$ cat config.mk
export PLATFORM = sky130hd
export DESIGN_NAME = id_ex_stage_reg
export DESIGN_NICKNAME = d
export VERILOG_FILES = /design/src/rtl/id_ex_stage_reg.sv
export SDC_FILE = /design/constraint.sdc
export NUM_CORES = 1
export LEC_CHECK = 0
export BUFFER_PORTS_ARGS = -buffer_cell sky130_fd_sc_hd__buf_2
export CORE_AREA = 2 2 146 148
export CTS_BUF_LIST = sky130_fd_sc_hd__clkbuf_4
export DETAILED_ROUTE_END_ITERATION = 8
export DIE_AREA = 0 0 148 150
export GPL_TIMING_DRIVEN = 0
export PLACE_DENSITY = 0.74
export SETUP_SLACK_MARGIN = 0.3
export SLEW_MARGIN = 20
export SYNTH_ARGS = -nofsm -noshare
export SYNTH_HDL_FRONTEND = slang
export SYNTH_SLANG_ARGS = --single-unit
$ cat constraint.sdc
create_clock -name clk -period 6.4 [get_ports clk]
set_input_delay 1.28 -clock clk [delete_from_list [all_inputs] [get_ports clk]]
set_output_delay 1.28 -clock clk [all_outputs]
set_load 0.1 [all_outputs]
$ cat src/rtl/id_ex_stage_reg.sv
// ID/EX pipeline register with load-use hazard detection, flush/hold handling
// and saturating stall/flush performance counters.
module id_ex_stage_reg #(
    parameter int XLEN   = 32,
    parameter int CTRL_W = 8,
    parameter int CNT_W  = 32
) (
    input  logic              clk,
    input  logic              reset,
    input  logic              hold,
    input  logic              ex_flush,
    input  logic [XLEN-1:0]   id_pc,
    input  logic [4:0]        id_rs1,
    input  logic [4:0]        id_rs2,
    input  logic [4:0]        id_rd,
    input  logic              id_use_rs1,
    input  logic              id_use_rs2,
    input  logic [XLEN-1:0]   id_rs1_data,
    input  logic [XLEN-1:0]   id_rs2_data,
    input  logic [XLEN-1:0]   id_imm,
    input  logic [CTRL_W-1:0] id_ctrl,
    output logic [XLEN-1:0]   ex_pc,
    output logic [XLEN-1:0]   ex_rs1_data,
    output logic [XLEN-1:0]   ex_rs2_data,
    output logic [XLEN-1:0]   ex_imm,
    output logic [4:0]        ex_rs1,
    output logic [4:0]        ex_rs2,
    output logic [4:0]        ex_rd,
    output logic [CTRL_W-1:0] ex_ctrl,
    output logic              ex_valid,
    output logic              pc_write,
    output logic              ifid_write,
    output logic              hz_loaduse,
    output logic [CNT_W-1:0]  stall_cnt,
    output logic [CNT_W-1:0]  flush_cnt
);

    localparam int CTRL_MEMREAD = 1;

    logic [XLEN-1:0]   ex_pc_reg;
    logic [XLEN-1:0]   ex_rs1_data_reg;
    logic [XLEN-1:0]   ex_rs2_data_reg;
    logic [XLEN-1:0]   ex_imm_reg;
    logic [4:0]        ex_rs1_reg;
    logic [4:0]        ex_rs2_reg;
    logic [4:0]        ex_rd_reg;
    logic [CTRL_W-1:0] ex_ctrl_reg;
    logic              ex_valid_reg;

    logic              rs1_match;
    logic              rs2_match;
    logic              load_in_ex;
    logic              stall_req;
    logic              bubble;

    // Hazard is judged only against what is already registered in EX.
    assign load_in_ex = ex_valid_reg & ex_ctrl_reg[CTRL_MEMREAD] & (ex_rd_reg != 5'd0);
    assign rs1_match  = id_use_rs1 & (id_rs1 == ex_rd_reg);
    assign rs2_match  = id_use_rs2 & (id_rs2 == ex_rd_reg);
    assign hz_loaduse = load_in_ex & (rs1_match | rs2_match);

    // A flush overrides the stall, so front-end enables only drop for a true stall.
    assign stall_req  = hz_loaduse & ~ex_flush;
    assign pc_write   = ~hold & ~stall_req;
    assign ifid_write = ~hold & ~stall_req;
    assign bubble     = ex_flush | hz_loaduse;

    always_ff @(posedge clk) begin
        if (reset) begin
            ex_pc_reg       <= '0;
            ex_rs1_data_reg <= '0;
            ex_rs2_data_reg <= '0;
            ex_imm_reg      <= '0;
            ex_rs1_reg      <= '0;
            ex_rs2_reg      <= '0;
            ex_rd_reg       <= '0;
            ex_ctrl_reg     <= '0;
            ex_valid_reg    <= 1'b0;
        end else if (!hold) begin
            if (bubble) begin
                ex_pc_reg       <= '0;
                ex_rs1_data_reg <= '0;
                ex_rs2_data_reg <= '0;
                ex_imm_reg      <= '0;
                ex_rs1_reg      <= '0;
                ex_rs2_reg      <= '0;
                ex_rd_reg       <= '0;
                ex_ctrl_reg     <= '0;
                ex_valid_reg    <= 1'b0;
            end else begin
                ex_pc_reg       <= id_pc;
                ex_rs1_data_reg <= id_rs1_data;
                ex_rs2_data_reg <= id_rs2_data;
                ex_imm_reg      <= id_imm;
                ex_rs1_reg      <= id_rs1;
                ex_rs2_reg      <= id_rs2;
                ex_rd_reg       <= id_rd;
                ex_ctrl_reg     <= id_ctrl;
                ex_valid_reg    <= 1'b1;
            end
        end
    end

    // Counter 0 tracks load-use bubbles, counter 1 tracks flushes.
    logic [CNT_W-1:0] cnt_reg [2];
    logic [1:0]       cnt_inc;

    assign cnt_inc[0] = ~hold & stall_req;
    assign cnt_inc[1] = ~hold & ex_flush;

    generate
        for (genvar gi = 0; gi < 2; gi++) begin : g_cnt
            always_ff @(posedge clk) begin
                if (reset) begin
                    cnt_reg[gi] <= '0;
                end else if (cnt_inc[gi] && (cnt_reg[gi] != {CNT_W{1'b1}})) begin
                    cnt_reg[gi] <= cnt_reg[gi] + CNT_W'(1);
                end
            end
        end
    endgenerate

    assign ex_pc       = ex_pc_reg;
    assign ex_rs1_data = ex_rs1_data_reg;
    assign ex_rs2_data = ex_rs2_data_reg;
    assign ex_imm      = ex_imm_reg;
    assign ex_rs1      = ex_rs1_reg;
    assign ex_rs2      = ex_rs2_reg;
    assign ex_rd       = ex_rd_reg;
    assign ex_ctrl     = ex_ctrl_reg;
    assign ex_valid    = ex_valid_reg;
    assign stall_cnt   = cnt_reg[0];
    assign flush_cnt   = cnt_reg[1];

endmodule

Yosys cells after proc, flatten, opt, wreduce, memory -nomap -nowiden
Memories as Yosys holds them, arrays and structs flattened.
Index checks and enable logic that the tools add are counted.
{"block": "op_classes", "n_bitwise": 16, "mux": 19, "add_sub_neg": 2, "n_reduce_logical": 3, "eq_ne": 4}
{"operator": "two-way mux 32 bit", "n": 6}
{"operator": "adder 32 x 1 -> 32 bit, second input constant", "n": 2}
{"operator": "!= test 32 bit, second input constant", "n": 2}
{"operator": "two-way mux 5 bit", "n": 3}
{"operator": "== test 5 bit", "n": 2}
{"operator": "AND 1 bit", "n": 9}
{"operator": "two-way mux 1 bit", "n": 9}
{"operator": "two-way mux 8 bit", "n": 1}
{"operator": "nonzero test 5 bit", "n": 1}
{"operator": "OR 1 bit", "n": 4}
{"operator": "NOT 1 bit", "n": 3}
{"operator": "logical AND 1 bit", "n": 2}
{"block": "word_totals", "mem_count": 1, "input_bits": 157, "out_inout_bits": 219, "word_cells": 54, "ramBits": 64, "ff_bits": 152}
{"memory": "cnt_reg", "words": 2, "word_bits": 32, "rd": 2, "rd_clocked_by_memory_dff": 0, "write_ports": 2, "line_no": "105", "source": "logic [CNT_W-1:0] cnt_reg [2];"}

Longest topological paths before layout
{"block": "logic_depth", "depth_word": 11, "mapped_depth": 7, "mapped_depth_nobuf": 6}

Least setup slack after synthesis
No wires, ideal clock.
{"block": "synth_path", "kind": "input port to flip-flop", "start": "input port id_rs1[1]", "end": "memory cnt_reg[0][0] (enable)", "t_required_ns": 5.889, "stages": 5, "setup_slack_ns": 0.578, "setup_ns": 0.511, "path_buffers": 0, "t_arrival_ns": 5.311, "cell_sequence": "xnor2_1 > nand4_1 > o22ai_1 > nand2_1 > o41ai_1"}
{"element": "start, declared", "line_no": "13", "source": "input logic [4:0] id_rs1,"}
{"element": "end, declared", "line_no": "105"}

Final worst setup path
{"block": "layout_path", "start": "input port id_rs1[4]", "end": "output port pc_write"}
{"block": "layout_via", "elab_chain_len": 7}
{"element": "== test 5 bit", "line_no": "58", "source": "assign rs1_match = id_use_rs1 & (id_rs1 == ex_rd_reg);"}
{"element": "AND 1 bit", "line_no": "58"}
{"element": "OR 1 bit", "line_no": "60", "source": "assign hz_loaduse = load_in_ex & (rs1_match | rs2_match);"}
{"element": "AND 1 bit", "line_no": "60"}
{"element": "AND 1 bit", "line_no": "63", "source": "assign stall_req = hz_loaduse & ~ex_flush;"}
{"element": "NOT 1 bit", "line_no": "64", "source": "assign pc_write = ~hold & ~stall_req;"}
{"element": "AND 1 bit", "line_no": "64"}
{"element": "end, declared", "line_no": "31", "source": "output logic pc_write,"}
No other way between the ends.

==> impl_metrics.py <==
metrics = {
    "status": {
        "status": "complete, no violations",
    },
    "critical_path": {
        "critPathKind": "primary input to output pin",
        "worstPathMaxFanout": 3,
        "worst-path-stages": 9,
        "reg2reg_from": "ex_rd[4]",
        "crit_family": "buffers and inverters",
        "r2r_setup_slack_ns": 3.20,
        "r2r_end": "cnt_reg[0][13]",
        "crit_top_cell": "buf_2",
        "end_kind": "output pin",
        "cp_slowest_stage_delay_ns": 0.41,
        "worstRegToRegCells": 7,
        "cp.buffers_inverters": 4,
        "cp_slowest_cell": "o22ai_1",
        "crit_arrival_ns": 3.09,
        "crit_start": "id_rs1[4]",
        "crit_end": "pc_write",
        "worstPathRequired_ns": 5.12,
        "worstPathCellList": "buf_2 > xnor2_1 > nand4_1 > o22ai_1 > nand2_1 > inv_1 > a21oi_1 > buf_4 > buf_2",
        "start_kind": "primary input",
    },
    "drt": {
        "ant_nets": 0,
        "drc_errors": 0,
        "drtIter0Drc": 366,
        "wl_per_cell_um": 18.0,
        "num_vias": 7373,
        "drt_pre_antenna_iters": 4,
        "avgViaCountPerCell": 5.10,
        "drt-total-wl_um": 26100,
    },
    "timing": {
        "clock_skew_ns": 0.0329,
        "finalMaxSlewViolations": 0,
        "hold_violations": 0,
        "rsz0062_at_grt": "no",
        "min_period_over_period_pct": 68.3,
        "clock.fmax_ghz": 0.229,
        "holdWs_ns": 0.474,
        "setup_ws_ns": 2.03,
        "setup_violations": 0,
        "fin_crit_ns": 4.37,
        "worstMarginPinSlew_ns": 0.931,
        "slew_headroom_pct": 37.3,
    },
    "placed_design": {
        "io_buffers": 375,
        "dp_hpwl_um": 19400,
        "place.gp.congestion": 0.797,
        "dp_worst_setup_slack_ns": 1.98,
    },
    "grt": {
        "grt_antenna_before_repair": 10,
        "grt_max_degree": 16,
        "grt_pass1_vias": 7040,
        "grt_overflow": 0,
        "grt_pass1_wl_um": 38600,
        "grt_usage_pct": 22.1,
    },
    "cts": {
        "cts_made_buffers": 55,
        "cts_setup_buffers": 0,
        "cts_buffer_depth": 3,
        "cts_tree": "built",
        "clkSinkCount": 216,
        "clkLatencyLatePin_ns": 0.64,
        "cts-root-buf": "clkbuf_4",
        "holdBufCountCts": 0,
        "htree_levels": 2,
        "cts_resized": 0,
        "clk_pin_slew_ns": 0.06,
    },
    "floorplan": {
        "die_w_um": 148,
        "rows": 53,
        "io_pins": 376,
        "initial_core_util_pct": 39.6,
        "die-area_sq_mm": 0.0222,
        "fp.dieH_um": 150,
        "core_area_sq_mm": 0.0207,
    },
    "synthesis": {
        "ys_ff_latch": 216,
        "synth_fp_nets": 849,
        "synth-edff-count": 64,
        "synth_area_leaders": "dfxtp_1 (37%), edfxtp_1 (23%), a22o_1 (16%), xnor2_1 (4.0%), xor2_1 (3.4%)",
        "synthCells": 690,
        "avgSynthCellArea_sq_um": 11.9,
        "synth_warnings": 0,
        "synth-main-ff-cell": "dfxtp_1",
        "synth_top_area_share_pct": 37.2,
        "async_flop_share_pct": 0,
        "yosysUniqueCellTypes": 34,
        "syn-cell-area_sq_mm": 0.00819,
        "yosysTopAreaCell": "dfxtp_1",
        "synth.yosys.seq_area_share_pct": 60.6,
    },
    "finish": {
        "drive_gt1_share_pct": 41.4,
        "final_common_cell": "buf_2",
        "seq_area_sq_mm": 0.00496,
        "largest_reg_flops": 64,
        "multiInputGateArea_sq_mm": 0.00302,
        "finalNetCount": 1287,
        "mostFrequentLayoutCells": "buf_2 (387), dfxtp_1 (152), a22o_1 (151)",
        "area_delta_synth_final_pct": 36.5,
        "fillCellCount": 1892,
    },
    "power": {
        "power_density_mw_per_mm2": 296,
        "irDropWorstVdd_v": 0.000190,
        "power_mw": 3.30,
        "power_leakage_nw": 5.15,
    },
    "flow_run": {
        "timing.max_cap.violations": 0,
    },
    "min_path": {
        "hold_start": "ex_rs1_data[19]",
        "hp-class": "flop to flop",
    },
}
worst reg2reg max path: cells and delay by family, from the launching register on:
family	cells	cell delay (ns)
AO/OA/AOI/OAI	2	1.20
XOR/XNOR	1	0.37
flip-flops	1	0.40
AND/OR/NAND/NOR	2	0.35
buffers and inverters	2	0.59
stage by stage:
stage	cell area (sq um)	instances	util, %	setup TNS [ns]
floorplan	8190	690	-	0
global placement	10400	1340	50.3	-42.37
detailed placement	10500	1346	50.6	0
CTS	11200	1439	53.9	0
global route	11200	1446	54.0	0
finish	11200	1447	54.0	0
synth_stat cells (2+ instances only):
library cell	instances
nor2_1	42
clkbuf_1	39
and4_1	6
inv_1	7
ha_1	2
nand4_1	21
o211ai_1	2
xnor2_1	37
a22o_1	151
edfxtp_1	64
dfxtp_1	152
xor2_1	32
nor3_1	35
nand2_1	23
nand3_1	23
and3_1	14
nor4_1	12
buf_2	9
and2_1	4
per-layer routing:
metal  vias up  wire, um  GRT usage [%]  share of wire (%)
li1       3511         -              -                  -
met1      3475     10500           27.1                 40
met2       330     12700           36.1                 49
met3        51      2250           7.20                8.6
met4         6       653           8.81                2.5
met5         -        41              0               0.16
cells by family (layout without fill, tap and decap cells):
| kind of cell | after synthesis | count (layout) | share of synthesized area (%) |
|---|---|---|---|
| compound gates | 162 | 162 | 17.4 |
| xor+xnor | 69 | 69 | 7.38 |
| fa+ha+maj | 2 | 2 | 0.306 |
| buf+inv | 56 | 530 | 2.75 |
| flops | 216 | 216 | 60.6 |
| other cells | 0 | 8 | 0 |
| simple gates | 185 | 185 | 11.5 |
worst min path at each step:
stage / endpoint / cells after the start
floorplan: ex_valid / 1
global placement: ex_rs1_data[2] / 1
detailed placement: ex_rs2_data[16] / 1
CTS: ex_pc[23] / 1
global route: ex_rs1_data[20] / 1
finish: ex_rs1_data[19] / 1
layout make-up:
class                   instances  area share (%)
diodes                          8           0.179
plain buffers                  49            1.78
clock buffers                  85            5.71
clock inverters                 8           0.336
inverters                       7           0.235
multi-input cells             418            27.0
flip-flops and latches        216            44.4
well taps                     275            3.08
repair buffers                381            17.2
power breakdown:
part | internal, mW | total, mW | switching [mW] | leakage [nW]
combinational | 0.121 | 0.648 | 0.527 | 2.84
sequential | 1.47 | 1.51 | 0.0478 | 1.91
clock | 0.598 | 1.14 | 0.545 | 0.403
Note: power is estimated with default switching activity, not from simulation.
